File: config.mk
export PLATFORM = sky130hd
export DESIGN_NAME = audio_i2s_receiver_flat
export DESIGN_NICKNAME = d
export VERILOG_FILES = /design/src/rtl/audio_i2s_receiver_if.sv /design/src/rtl/audio_i2s_receiver.sv /design/src/flat_wrapper.sv
export SDC_FILE = /design/constraint.sdc
export NUM_CORES = 1
export LEC_CHECK = 0
export CAP_MARGIN = 10
export CELL_PAD_IN_SITES_DETAIL_PLACEMENT = 0
export CELL_PAD_IN_SITES_GLOBAL_PLACEMENT = 1
export CORE_AREA = 4 4 99 138
export CTS_BUF_LIST = sky130_fd_sc_hd__clkbuf_8 sky130_fd_sc_hd__clkbuf_16
export DETAILED_ROUTE_END_ITERATION = 7
export DIE_AREA = 0 0 103 142
export PLACE_DENSITY_LB_ADDON = 0.1
export SYNTH_ARGS = -nofsm -noshare
export SYNTH_HDL_FRONTEND = slang
export SYNTH_SLANG_ARGS = --single-unit
File: constraint.sdc
create_clock -name iCLK -period 1.83 [get_ports iCLK]
set_clock_uncertainty 0.15 [all_clocks]
set_input_delay 0.4575 -clock iCLK [delete_from_list [all_inputs] [get_ports iCLK]]
set_output_delay 0.4575 -clock iCLK [all_outputs]
set_load 0.005 [all_outputs]
File: src/rtl/audio_i2s_receiver_if.sv
// Parallel sample bus presented by the I2S capture block.
// master drives captured words and strobes, slave consumes them.
interface audio_i2s_receiver_if #(
    parameter int W = 24
);
    logic [W-1:0] o_lsound_in;
    logic [W-1:0] o_rsound_in;
    logic         o_sample_valid;
    logic         o_frame_err;

    modport master (
        output o_lsound_in,
        output o_rsound_in,
        output o_sample_valid,
        output o_frame_err
    );

    modport slave (
        input o_lsound_in,
        input o_rsound_in,
        input o_sample_valid,
        input o_frame_err
    );
endinterface

File: src/rtl/audio_i2s_receiver.sv
// I2S ADC capture: oversamples BCLK/LRCK/DAT on iCLK and
// deserialises MSB-first words into left/right sample pairs.
module audio_i2s_receiver #(
    parameter int AUD_BIT_DEPTH = 24,
    parameter int SYNC_STAGES   = 2
) (
    input  logic iCLK,
    input  logic reset_reg,
    input  logic iAUD_BCLK,
    input  logic iAUD_ADCLRCK,
    input  logic iAUD_ADCDAT,
    audio_i2s_receiver_if.master aud
);
    localparam int CW = $clog2(AUD_BIT_DEPTH + 1);
    localparam logic [CW-1:0] FULL = CW'(AUD_BIT_DEPTH);

    logic [SYNC_STAGES-1:0]   r_bclk_sync;
    logic [SYNC_STAGES-1:0]   r_lrck_sync;
    logic [SYNC_STAGES-1:0]   r_dat_sync;
    logic                     r_bclk_d;
    logic                     r_lrck_prev;
    logic                     r_primed;
    logic                     r_aligned;
    logic                     r_left_ok;
    logic [CW-1:0]            r_bit_cnt;
    logic [AUD_BIT_DEPTH-1:0] r_shift;
    logic [AUD_BIT_DEPTH-1:0] r_left;
    logic [AUD_BIT_DEPTH-1:0] r_lsound;
    logic [AUD_BIT_DEPTH-1:0] r_rsound;
    logic                     r_valid;
    logic                     r_err;

    logic w_s_bclk;
    logic w_s_lrck;
    logic w_s_dat;
    logic w_bclk_rise;
    logic w_full;

    assign w_s_bclk    = r_bclk_sync[SYNC_STAGES-1];
    assign w_s_lrck    = r_lrck_sync[SYNC_STAGES-1];
    assign w_s_dat     = r_dat_sync[SYNC_STAGES-1];
    assign w_bclk_rise = w_s_bclk & ~r_bclk_d;
    assign w_full      = (r_bit_cnt >= FULL);

    always_ff @(posedge iCLK) begin
        if (reset_reg) begin
            r_bclk_sync <= '0;
            r_lrck_sync <= '0;
            r_dat_sync  <= '0;
            r_bclk_d    <= 1'b0;
        end else begin
            r_bclk_sync <= {r_bclk_sync[SYNC_STAGES-2:0], iAUD_BCLK};
            r_lrck_sync <= {r_lrck_sync[SYNC_STAGES-2:0], iAUD_ADCLRCK};
            r_dat_sync  <= {r_dat_sync[SYNC_STAGES-2:0], iAUD_ADCDAT};
            r_bclk_d    <= w_s_bclk;
        end
    end

    // The first edge after reset only samples LRCK; the first
    // transition after that only aligns and never reports an error.
    always_ff @(posedge iCLK) begin
        if (reset_reg) begin
            r_lrck_prev <= 1'b0;
            r_primed    <= 1'b0;
            r_aligned   <= 1'b0;
            r_left_ok   <= 1'b0;
            r_bit_cnt   <= '0;
            r_shift     <= '0;
            r_left      <= '0;
            r_lsound    <= '0;
            r_rsound    <= '0;
            r_valid     <= 1'b0;
            r_err       <= 1'b0;
        end else begin
            r_valid <= 1'b0;
            r_err   <= 1'b0;
            if (w_bclk_rise) begin
                r_lrck_prev <= w_s_lrck;
                r_primed    <= 1'b1;
                if (!r_primed) begin
                    r_bit_cnt <= '0;
                end else if (w_s_lrck != r_lrck_prev) begin
                    r_bit_cnt <= '0;
                    if (!r_aligned) begin
                        r_aligned <= 1'b1;
                    end else if (w_full) begin
                        if (!r_lrck_prev) begin
                            r_left    <= r_shift;
                            r_left_ok <= 1'b1;
                        end else if (r_left_ok) begin
                            r_lsound  <= r_left;
                            r_rsound  <= r_shift;
                            r_valid   <= 1'b1;
                            r_left_ok <= 1'b0;
                        end
                    end else begin
                        r_err     <= 1'b1;
                        r_left_ok <= 1'b0;
                    end
                end else if (!w_full) begin
                    r_shift   <= {r_shift[AUD_BIT_DEPTH-2:0], w_s_dat};
                    r_bit_cnt <= r_bit_cnt + CW'(1);
                end
            end
        end
    end

    assign aud.o_lsound_in    = r_lsound;
    assign aud.o_rsound_in    = r_rsound;
    assign aud.o_sample_valid = r_valid;
    assign aud.o_frame_err    = r_err;
endmodule

File: src/flat_wrapper.sv
// flat-port wrapper written by rule: the top's interface ports become plain ports
module audio_i2s_receiver_flat 
#(
    parameter int AUD_BIT_DEPTH = 24,
    parameter int SYNC_STAGES   = 2
)
  (iCLK, reset_reg, iAUD_BCLK, iAUD_ADCLRCK, iAUD_ADCDAT, aud_o_lsound_in, aud_o_rsound_in, aud_o_sample_valid, aud_o_frame_err);
  audio_i2s_receiver_if #(.W(24)) aud_i ();
  input  logic iCLK;
  input  logic reset_reg;
  input  logic iAUD_BCLK;
  input  logic iAUD_ADCLRCK;
  input  logic iAUD_ADCDAT;
  output wire logic [$bits(aud_i.o_lsound_in)-1:0] aud_o_lsound_in;
  output wire logic [$bits(aud_i.o_rsound_in)-1:0] aud_o_rsound_in;
  output wire logic [$bits(aud_i.o_sample_valid)-1:0] aud_o_sample_valid;
  output wire logic [$bits(aud_i.o_frame_err)-1:0] aud_o_frame_err;
  assign aud_o_lsound_in = aud_i.o_lsound_in;
  assign aud_o_rsound_in = aud_i.o_rsound_in;
  assign aud_o_sample_valid = aud_i.o_sample_valid;
  assign aud_o_frame_err = aud_i.o_frame_err;
  audio_i2s_receiver #(.AUD_BIT_DEPTH(AUD_BIT_DEPTH), .SYNC_STAGES(SYNC_STAGES)) u_core (.iCLK(iCLK), .reset_reg(reset_reg), .iAUD_BCLK(iAUD_BCLK), .iAUD_ADCLRCK(iAUD_ADCLRCK), .iAUD_ADCDAT(iAUD_ADCDAT), .aud(aud_i));
endmodule
==> flow_metrics.py <==
metrics = {
    "setup_path": {
        "required_ps": 2010,
        "ff2ff_setup_slack_ps": 50,
        "cpMaxStageDelayCell": "dfxtp_1",
        "cp_cell_sequence": "inv_1 -> ha_4 -> nand2b_4 -> nor3_4 -> buf_4 -> buf_12 -> mux2i_2",
        "rr_worst_depth": 7,
        "slowest_delay_ps": 320,
        "timing.rr.end": "u_core.aud.o_rsound_in[20]$_SDFFE_PP0P_",
        "timing.critical_path.buf_inv": 3,
        "path_max_fanout": 18,
        "startpoint_type": "flop",
        "cp-end-kind": "flop",
        "worstSetupPathType": "reg2reg",
        "cpLargestDelayFamily": "buffers and inverters",
        "r2r-start": "u_core.r_lrck_prev$_SDFFE_PP0P_",
        "worst_ep_arrival_time_ps": 1950,
    },
    "synthesis": {
        "synth_cell_type_count": 30,
        "yosys_warnings": 0,
        "ys_ff_latch": 114,
        "synth_xor_xnor_area_share_pct": 0,
        "syn-num-nets": 518,
        "synth_compound_area_share_pct": 13.4,
        "syn-cell-area_mm2": 0.00477,
        "muxShareOfSynthArea_pct": 10.1,
        "syn_inst": 511,
        "postSynthAreaPerCell_um2": 9.34,
        "synth_top_family_by_area": "simple AND/OR/NAND/NOR gates",
        "synth-simple-area-share_pct": 22.9,
        "synth-adder-area-share_pct": 0.524,
        "synth_seq_area_share_pct": 47.8,
    },
    "power_and_ir_drop": {
        "ir_drop_mv": 0.630,
        "p_leak_nw": 2.23,
        "power_frac_comb_pct": 3.1,
        "power_density_mw_per_mm2": 938,
        "pwr-share-clk_pct": 53.0,
        "p_sw_share_pct": 20.3,
        "p_seq_share_pct": 43.9,
        "p_switching_w": 0.00116,
        "internal_power_w": 0.00453,
    },
    "place": {
        "portBuffers": 54,
        "post_dp_cell_area_mm2": 0.00550,
        "dp.cells": 683,
        "hpwl_um": 7570,
        "gp_congestion": 0.746,
        "place_ws_ps": -4.57,
    },
    "detailed_routing": {
        "drc": 0,
        "ant_nets": 0,
        "wirelength_um": 12200,
        "wl_per_cell_um": 17.0,
        "dr.pass1.iters": 4,
        "avgViaCountPerCell": 5.30,
        "drt-initial-drc-count": 244,
        "num_vias": 3803,
    },
    "clock_tree": {
        "cts-buffers-inserted": 17,
        "hold_buffers": 0,
        "htree_num_levels": 4,
        "cts_tree": "yes",
        "insertion_delay_ps": 400,
        "cts_root_buf": "clkbuf_16",
        "cts_max_path_buffers": 2,
        "clk_pin_slew_worst_paths_ps": 50,
        "cts.sinks": 114,
    },
    "floorplanning": {
        "core-area_mm2": 0.0124,
        "ios": 55,
        "die_h_um": 142,
        "num_rows": 48,
        "initial_utilization_pct": 38.6,
        "dieWidth_um": 103,
        "dieArea_mm2": 0.0146,
    },
    "global_routing": {
        "met2_usage_pct": 26.6,
        "grt_max_degree": 75,
        "met1_usage_pct": 22.4,
        "met3_usage_pct": 3.68,
        "grt_pass1_wl_um": 19500,
        "grt_antenna_before_repair": 0,
        "first_global_vias": 3728,
        "grt_overflow_total": 0,
        "busiest_layer": "met2",
        "track_usage_pct": 16.9,
    },
    "run": {
        "maxCapViolations": 0,
    },
    "timing": {
        "setup_tns_ps": 0,
        "fin_crit_ps": 1780,
        "rsz0062_at_grt": "true",
        "slew_viol_final": 0,
        "relSlewSlack_pct": 78.4,
        "hold_viol": 0,
        "setup_viol": 0,
        "worst-slew-pin-transition_ps": 322,
        "fmax_ghz": 0.563,
        "post-route-period-util_pct": 97.1,
        "worst_slack_ps": 52.4,
    },
    "finish": {
        "nets": 563,
        "drive_above_1_share_pct": 10.8,
        "final_cell_mix": "dfxtp_1 (110), nand2b_1 (98), a21oi_1 (53), dlygate4sd2_1 (48), mux2i_1 (47)",
        "layout_commonest_cell": "dfxtp_1",
        "area_growth_pct": 27.0,
        "fin_cells": 717,
        "diodes": 0,
        "design_area_mm2": 0.00606,
    },
    "hold_path": {
        "hold_path_startpoint": "u_core.r_lrck_sync[0]$_SDFF_PP0_",
        "min_path_cells": 1,
        "hold_path.class": "reg2reg",
        "hold_end": "u_core.r_lrck_sync[1]$_SDFF_PP0_",
    },
    "run_status": {
        "status": "finished, final reports clean",
    },
}
stage by stage:
step / util (%) / power [W] / hold WS (ps)
floorplan: - / 0.00266 / 264
detailed placement: 44.4 / 0.00272 / 278
global placement: 44.4 / 0.00272 / 269
finish: 49.0 / 0.00569 / 283
CTS: 48.5 / 0.00576 / 290
global route: 49.0 / 0.00588 / 310
worst max-delay path by stage:
| stage | slack [ps] | from | cells after the start | end |
|---|---|---|---|---|
| 2_1_floorplan | 40 | u_core.r_lrck_prev$_SDFFE_PP0P_ | 7 | u_core.aud.o_rsound_in[0]$_SDFFE_PP0P_ |
| 3_3_place_gp | 50 | u_core.r_lrck_prev$_SDFFE_PP0P_ | 6 | u_core.aud.o_lsound_in[19]$_SDFFE_PP0P_ |
| 3_5_place_dp | -5 | u_core.r_lrck_prev$_SDFFE_PP0P_ | 6 | u_core.aud.o_rsound_in[0]$_SDFFE_PP0P_ |
| 4_1_cts | 8 | u_core.aud.o_sample_valid$_SDFF_PP0_ | 1 | aud_o_sample_valid |
| 5_1_grt | -40 | u_core.r_lrck_prev$_SDFFE_PP0P_ | 7 | u_core.aud.o_lsound_in[8]$_SDFFE_PP0P_ |
| 6_report | 50 | u_core.r_lrck_prev$_SDFFE_PP0P_ | 7 | u_core.aud.o_rsound_in[20]$_SDFFE_PP0P_ |
metal layers:
metal | up-vias | part of all wire, %
li1 | 1888 | -
met1 | 1813 | 47
met2 | 89 | 48
met3 | 13 | 4.2
met4 | 0 | 1.4
met5 | - | 0
Yosys cell counts (all sizes together):
cell type / instances / area, um^2
a211oi: 2 / 15.0
a21boi: 1 / 7.51
a21oi: 53 / 265
a32o: 1 / 10.0
a41oi: 2 / 17.5
and2: 2 / 12.5
and3b: 1 / 8.76
and4: 2 / 17.5
buf: 16 / 104
clkbuf: 37 / 139
dfxtp: 114 / 2280
ha: 2 / 25.0
inv: 2 / 7.51
mux2i: 48 / 480
nand2: 4 / 15.0
nand2b: 99 / 619
nand3: 25 / 125
nand3b: 1 / 7.51
nand4: 27 / 169
nor2: 4 / 15.0
nor2b: 9 / 56.3
nor3: 2 / 21.3
nor4: 2 / 12.5
o21ai: 29 / 145
o31ai: 24 / 180
or4: 2 / 15.0
timing repair:
item,CTS,global route
buffers inserted,0,2
pin swaps,1,2
endpoints found under the hold margin,0,0
endpoints found under the setup margin,75,30
cloned,0,2
gates resized for setup,51,5
power by group through the flow:
stage                     registers, W  clock network [W]  logic, W
after CTS                      0.00250            0.00309  0.000173
after floorplan                0.00255                  0  0.000113
after global routing           0.00250            0.00320  0.000187
after global placement         0.00255                  0  0.000171
final                          0.00250            0.00301  0.000174
after detailed placement       0.00255                  0  0.000172
worst reg2reg max path, delay by kind of cell, from the launching register on:
kind          cells  cell delay (ps)
flops             1              320
simple gates      2              360
fa+ha+maj         1              220
mux               1              230
buf+inv           3              420
flip-flops by register name, summed over array words and instances, names as in the netlist, 2 cells and up:
signal                  cells
u_core.r_bclk_sync          2
u_core.r_lrck_sync          2
u_core.aud.o_rsound_in     24
u_core.r_left              24
u_core.r_shift             24
u_core.aud.o_lsound_in     24
u_core.r_bit_cnt            5
u_core.r_dat_sync           2
cell families (layout without fill, tap and decap cells):
logic type	Yosys count	after routing
AO/OA/AOI/OAI	112	112
adder cells (fa/ha/maj)	2	2
buffers and inverters	55	111
flip-flops	114	114
multiplexers	48	48
AND/OR/NAND/NOR	180	180
cell type report:
type	instances	area, um^2
Clock buffer	21	480
Clock inverter	9	66.3
Fill cell	1253	6310
Inverter	2	7.51
Multi-Input combinational cell	342	2260
Sequential cell	114	2290
Tap cell	150	188
Timing Repair Buffer	79	767
No activity file was read; power rests on OpenSTA's default activity.
